===== src/rtl/digit_serial_addsub.sv =====
// Digit-serial add/subtract unit: an N-bit operand pair is processed D bits per
// cycle, LSB digit first, with a registered carry/borrow between digits.
module digit_serial_addsub #(
  parameter int N = 8,
  parameter int D = 2
) (
  input  logic         clk,
  input  logic         rst_n,
  input  logic         start,
  input  logic         mode,
  input  logic [N-1:0] a,
  input  logic [N-1:0] b,
  output logic         busy,
  output logic         done,
  output logic [N-1:0] y,
  output logic         cout,
  output logic         zero,
  output logic         neg,
  output logic         ovf
);
  localparam int NDIG = N / D;
  localparam int CW   = (NDIG > 1) ? $clog2(NDIG) : 1;

  if (N < 2 || D < 1 || D > N || (N % D) != 0) begin : gParamCheck
    $error("digit_serial_addsub: N must be >= 2 and a multiple of D, with 1 <= D <= N");
  end

  typedef enum logic [1:0] {IDLE, RUN, DONE} state_e;

  state_e        state_q, state_d;
  logic [N-1:0]  opA_q, opA_d, opB_q, opB_d, acc_q, acc_d;
  logic          mode_q, mode_d, signA_q, signA_d, signB_q, signB_d;
  logic          carry_q, carry_d;
  logic [CW-1:0] digitCnt_q, digitCnt_d;
  logic [N-1:0]  y_q, y_d;
  logic          cout_q, cout_d, zero_q, zero_d, neg_q, neg_d, ovf_q, ovf_d;

  logic [D:0]    digitSum;
  logic [N-1:0]  digitExt, accNext;
  logic          ovfNext;

  // One digit of the cascaded adder/subtractor; the top bit is carry or borrow.
  always_comb begin
    if (mode_q) begin
      digitSum = {1'b0, opA_q[D-1:0]} - {1'b0, opB_q[D-1:0]} - {{D{1'b0}}, carry_q};
    end else begin
      digitSum = {1'b0, opA_q[D-1:0]} + {1'b0, opB_q[D-1:0]} + {{D{1'b0}}, carry_q};
    end
    digitExt = N'(digitSum[D-1:0]);
    accNext  = (acc_q >> D) | (digitExt << (N - D));
    if (mode_q) begin
      ovfNext = (signA_q != signB_q) && (accNext[N-1] != signA_q);
    end else begin
      ovfNext = (signA_q == signB_q) && (accNext[N-1] != signA_q);
    end
  end

  always_comb begin
    state_d    = state_q;
    opA_d      = opA_q;
    opB_d      = opB_q;
    acc_d      = acc_q;
    mode_d     = mode_q;
    signA_d    = signA_q;
    signB_d    = signB_q;
    carry_d    = carry_q;
    digitCnt_d = digitCnt_q;
    y_d        = y_q;
    cout_d     = cout_q;
    zero_d     = zero_q;
    neg_d      = neg_q;
    ovf_d      = ovf_q;
    case (state_q)
      IDLE, DONE: begin
        state_d = IDLE;
        if (start) begin
          opA_d      = a;
          opB_d      = b;
          mode_d     = mode;
          signA_d    = a[N-1];
          signB_d    = b[N-1];
          carry_d    = 1'b0;
          digitCnt_d = '0;
          state_d    = RUN;
        end
      end
      RUN: begin
        opA_d   = opA_q >> D;
        opB_d   = opB_q >> D;
        acc_d   = accNext;
        carry_d = digitSum[D];
        // Results become visible only once the final digit has been folded in.
        if (digitCnt_q == CW'(NDIG - 1)) begin
          y_d     = accNext;
          cout_d  = digitSum[D];
          zero_d  = (accNext == '0);
          neg_d   = accNext[N-1];
          ovf_d   = ovfNext;
          state_d = DONE;
        end else begin
          digitCnt_d = digitCnt_q + 1'b1;
        end
      end
      default: state_d = IDLE;
    endcase
  end

  always_ff @(posedge clk or negedge rst_n) begin
    if (!rst_n) begin
      state_q    <= IDLE;
      opA_q      <= '0;
      opB_q      <= '0;
      acc_q      <= '0;
      mode_q     <= 1'b0;
      signA_q    <= 1'b0;
      signB_q    <= 1'b0;
      carry_q    <= 1'b0;
      digitCnt_q <= '0;
      y_q        <= '0;
      cout_q     <= 1'b0;
      zero_q     <= 1'b0;
      neg_q      <= 1'b0;
      ovf_q      <= 1'b0;
    end else begin
      state_q    <= state_d;
      opA_q      <= opA_d;
      opB_q      <= opB_d;
      acc_q      <= acc_d;
      mode_q     <= mode_d;
      signA_q    <= signA_d;
      signB_q    <= signB_d;
      carry_q    <= carry_d;
      digitCnt_q <= digitCnt_d;
      y_q        <= y_d;
      cout_q     <= cout_d;
      zero_q     <= zero_d;
      neg_q      <= neg_d;
      ovf_q      <= ovf_d;
    end
  end

  assign busy = (state_q == RUN);
  assign done = (state_q == DONE);
  assign y    = y_q;
  assign cout = cout_q;
  assign zero = zero_q;
  assign neg  = neg_q;
  assign ovf  = ovf_q;
endmodule

===== config.mk =====
export PLATFORM = sky130hd
export DESIGN_NAME = digit_serial_addsub
export DESIGN_NICKNAME = d
export VERILOG_FILES = /design/src/rtl/digit_serial_addsub.sv
export SDC_FILE = /design/constraint.sdc
export NUM_CORES = 1
export LEC_CHECK = 0
export BUFFER_PORTS_ARGS = -buffer_cell sky130_fd_sc_hd__buf_2
export CORE_AREA = 2 2 60 62
export DETAILED_ROUTE_END_ITERATION = 10
export DIE_AREA = 0 0 62 64
export PLACE_DENSITY = 0.82
export SETUP_SLACK_MARGIN = 0.5
export SYNTH_ARGS = -nofsm -noshare
export SYNTH_HDL_FRONTEND = slang
export SYNTH_SLANG_ARGS = --single-unit

===== constraint.sdc =====
create_clock -name clk -period 8.5 [get_ports clk]
set_clock_uncertainty 0.1 [all_clocks]
set_input_delay 1.7 -clock clk [delete_from_list [all_inputs] [get_ports clk]]
set_output_delay 1.7 -clock clk [all_outputs]
set_load 0.01 [all_outputs]

==> flow_metrics.env <==
export IMPL_fin_crit_ns=3.342
export IMPL_globalplace_congestion=0.7700
export IMPL_grt_max_degree=42
export IMPL_reg2reg_slack_ns=5.66
export IMPL_die_h_um=64
export IMPL_std_cell_rows=21
export IMPL_maxClockFrequency_ghz=0.2992
export IMPL_hold_class="flip-flop to flip-flop"
export IMPL_p_leak_nw=1.099
export IMPL_drc=0
export IMPL_layout_drive_gt1_share_pct=22.41
export IMPL_drt_iter0_drc=63
export IMPL_slew_violations=0
export IMPL_setup_violations=0
export IMPL_htree_levels=2
export IMPL_crit_arrival_ns=1.54
export IMPL_finalHoldViolations=0
export IMPL_synthCells=200
export IMPL_relSlewSlack_pct=42.00
export IMPL_io_buffers=33
export IMPL_die_area_mm2=0.003968
export IMPL_clkLatencyLatePin_ns=0.36
export IMPL_antenna_found_initial=0
export IMPL_cts_setup_buffers=0
export IMPL_crit_path_end_kind="output port"
export IMPL_hpwl_um=2382
export IMPL_clockBufferDepth=2
export IMPL_cp_start_kind="flip-flop"
export IMPL_dr_pass1_iters=4
export IMPL_mostFrequentLayoutCells="71 x nand2_1, 41 x dfrtp_1, 33 x buf_2"
export IMPL_cp_required_ns=6.70
export IMPL_max_cap_violations=0
export IMPL_syn_nets=227
export IMPL_post_cts_resized=0
export IMPL_netlist_area_mm2=0.001897
export IMPL_p_per_area_mw_per_mm2=406.6
export IMPL_worst_pin_slew_ns=0.8701
export IMPL_hold_slack_ns=0.3842
export IMPL_cts_made_buffers=5
export IMPL_finalCritPeriodShare_pct=39.32
export IMPL_path_clk_slew_ns=0.12
export IMPL_io_pins=34
export IMPL_routed_via_density=5.079
export IMPL_syn_to_final_growth_pct=12.14
export IMPL_mostFrequentLayoutCell="nand2_1"
export IMPL_crit_type="flip-flop to output port"
export IMPL_num_vias=1412
export IMPL_grt_pass1_vias=1355
export IMPL_nets=258
export IMPL_cts_tree="done"
export IMPL_rsz0062_at_grt="false"
export IMPL_synthDistinctLibCells=35
export IMPL_irDropWorstVdd_mv=0.2002
export IMPL_setup_tns_ns=0
export IMPL_cts_hold_buf=0
export IMPL_fp_coreArea_mm2=0.003284
export IMPL_routed_wl_um=3456
export IMPL_fillers=267
export IMPL_clock_sinks=41
export IMPL_post_drt_wl_per_cell_um=12.43
export IMPL_run_status="finished, final reports clean"
export IMPL_synth_avg_cell_area_um2=9.484
export IMPL_ys_seq_elements=41
export IMPL_ys_seq_area_share_pct=54.09
export IMPL_start_util_pct=57.75
export IMPL_cts_root_buf="clkbuf_4"
export IMPL_grt_ovfl_total=0
export IMPL_yosysWarningCount=0
export IMPL_cp_max_fo=36
export IMPL_grt_first_pass_wirelength_um=5954
export IMPL_dieWidth_um=62
export IMPL_ant_nets=0
export IMPL_num_antenna_cells=0
export IMPL_grt_util_all_layers_pct=20.59
[synthesized netlist by cell type, drive strengths merged]
cell      n  area share (%)
nor4      1            0.33
xnor2     1            0.46
mux2i     1            0.53
nand2    71              14
a31oi    13             4.3
ha        3             2.0
fa        4             4.2
nand2b    2            0.66
o21ai     5             1.3
nand3     1            0.26
nor2b     2            0.66
o2bb2ai   1            0.46
xor2      1            0.46
nand3b    1            0.59
mux2      2             1.2
o31ai     2            0.79
buf       9             2.9
inv      10             2.0
clkinv    1            0.26
clkbuf    2            0.40
o211ai    2             1.1
o21a      1            0.40
nor2     15             3.1
dfrtp    41              54
or2       2            0.79
or3       1            0.33
a22o      4             1.8
a2111o    1            0.59
[flip-flops by register name, indices dropped and copies added, names as in the netlist]
name	cells
opA_q	8
signB_q	1
opB_q	8
y	8
zero	1
mode_q	1
digitCnt_q	2
acc_q	6
signA_q	1
ovf	1
carry_q	1
cout	1
state_q	2
[final timing paths]
| path | endpoint | from | cells after the start |
|---|---|---|---|
| setup reg to reg | ovf | opA_q[0] | 9 |
| max in group asynchronous | opB_q[0] | rst_n | 1 |
| hold reg to reg | y[4] | y[4] | 2 |
| hold / removal | y[4] | y[4] | 2 |
| setup / recovery | busy | state_q[0] | 4 |
| min in group asynchronous | acc_q[6] | rst_n | 1 |
[worst max-delay path: stages (launching register included)]
cell and delay, ns:
dfrtp_1 0.45, nand2b_1 0.09, buf_4 0.33, inv_2 0.15, buf_2 0.17
[cell families after synthesis]
family / synth area share, %
buffers and inverters: 5.540
multiplexers: 1.715
AO/OA/AOI/OAI: 10.75
flip-flops: 54.09
adder cells (fa/ha/maj): 6.201
AND/OR/NAND/NOR: 20.78
XOR/XNOR: 0.9237
[layout make-up]
class	instances	area, um^2	area share, %
flip-flops and latches	41	1026	48.24
clock buffers	5	37.54	1.765
inverters	11	42.54	2.000
multi-input cells	137	765.7	36.00
repair buffers	35	180.2	8.471
well taps	46	57.56	2.706
clock inverters	3	17.52	0.8235
[metrics by stage]
step           total power [mW]  setup slack (ns)  cell area [um^2]  utilization [%]  cells
6_report                 0.8649             5.158              2127            64.76    278
5_1_grt                  0.9582             5.051              2127            64.76    278
4_1_cts                  0.8742             5.153              2127            64.76    278
3_5_place_dp             0.7755             5.569              2072            63.09    270
3_3_place_gp             0.7530             5.599              2072            63.09    270
2_1_floorplan            0.6745             5.817              1897                -    200
[routing by layer]
layer,routed length (um),track usage (%),vias up
li1,-,-,710
met3,176,6.478,5
met5,0,0,-
met2,1607,31.64,35
met4,51,6.649,0
met1,1621,27.46,662
[where the power goes]
group | total [mW] | switching (mW) | leakage (nW) | internal, mW
clock network | 0.0970 | 0.0658 | 0.0310 | 0.0312
registers | 0.353 | 0.0659 | 0.504 | 0.288
logic | 0.415 | 0.236 | 0.564 | 0.178
total | 0.865 | 0.368 | 1.10 | 0.497
(Power assumes the default switching activity.)
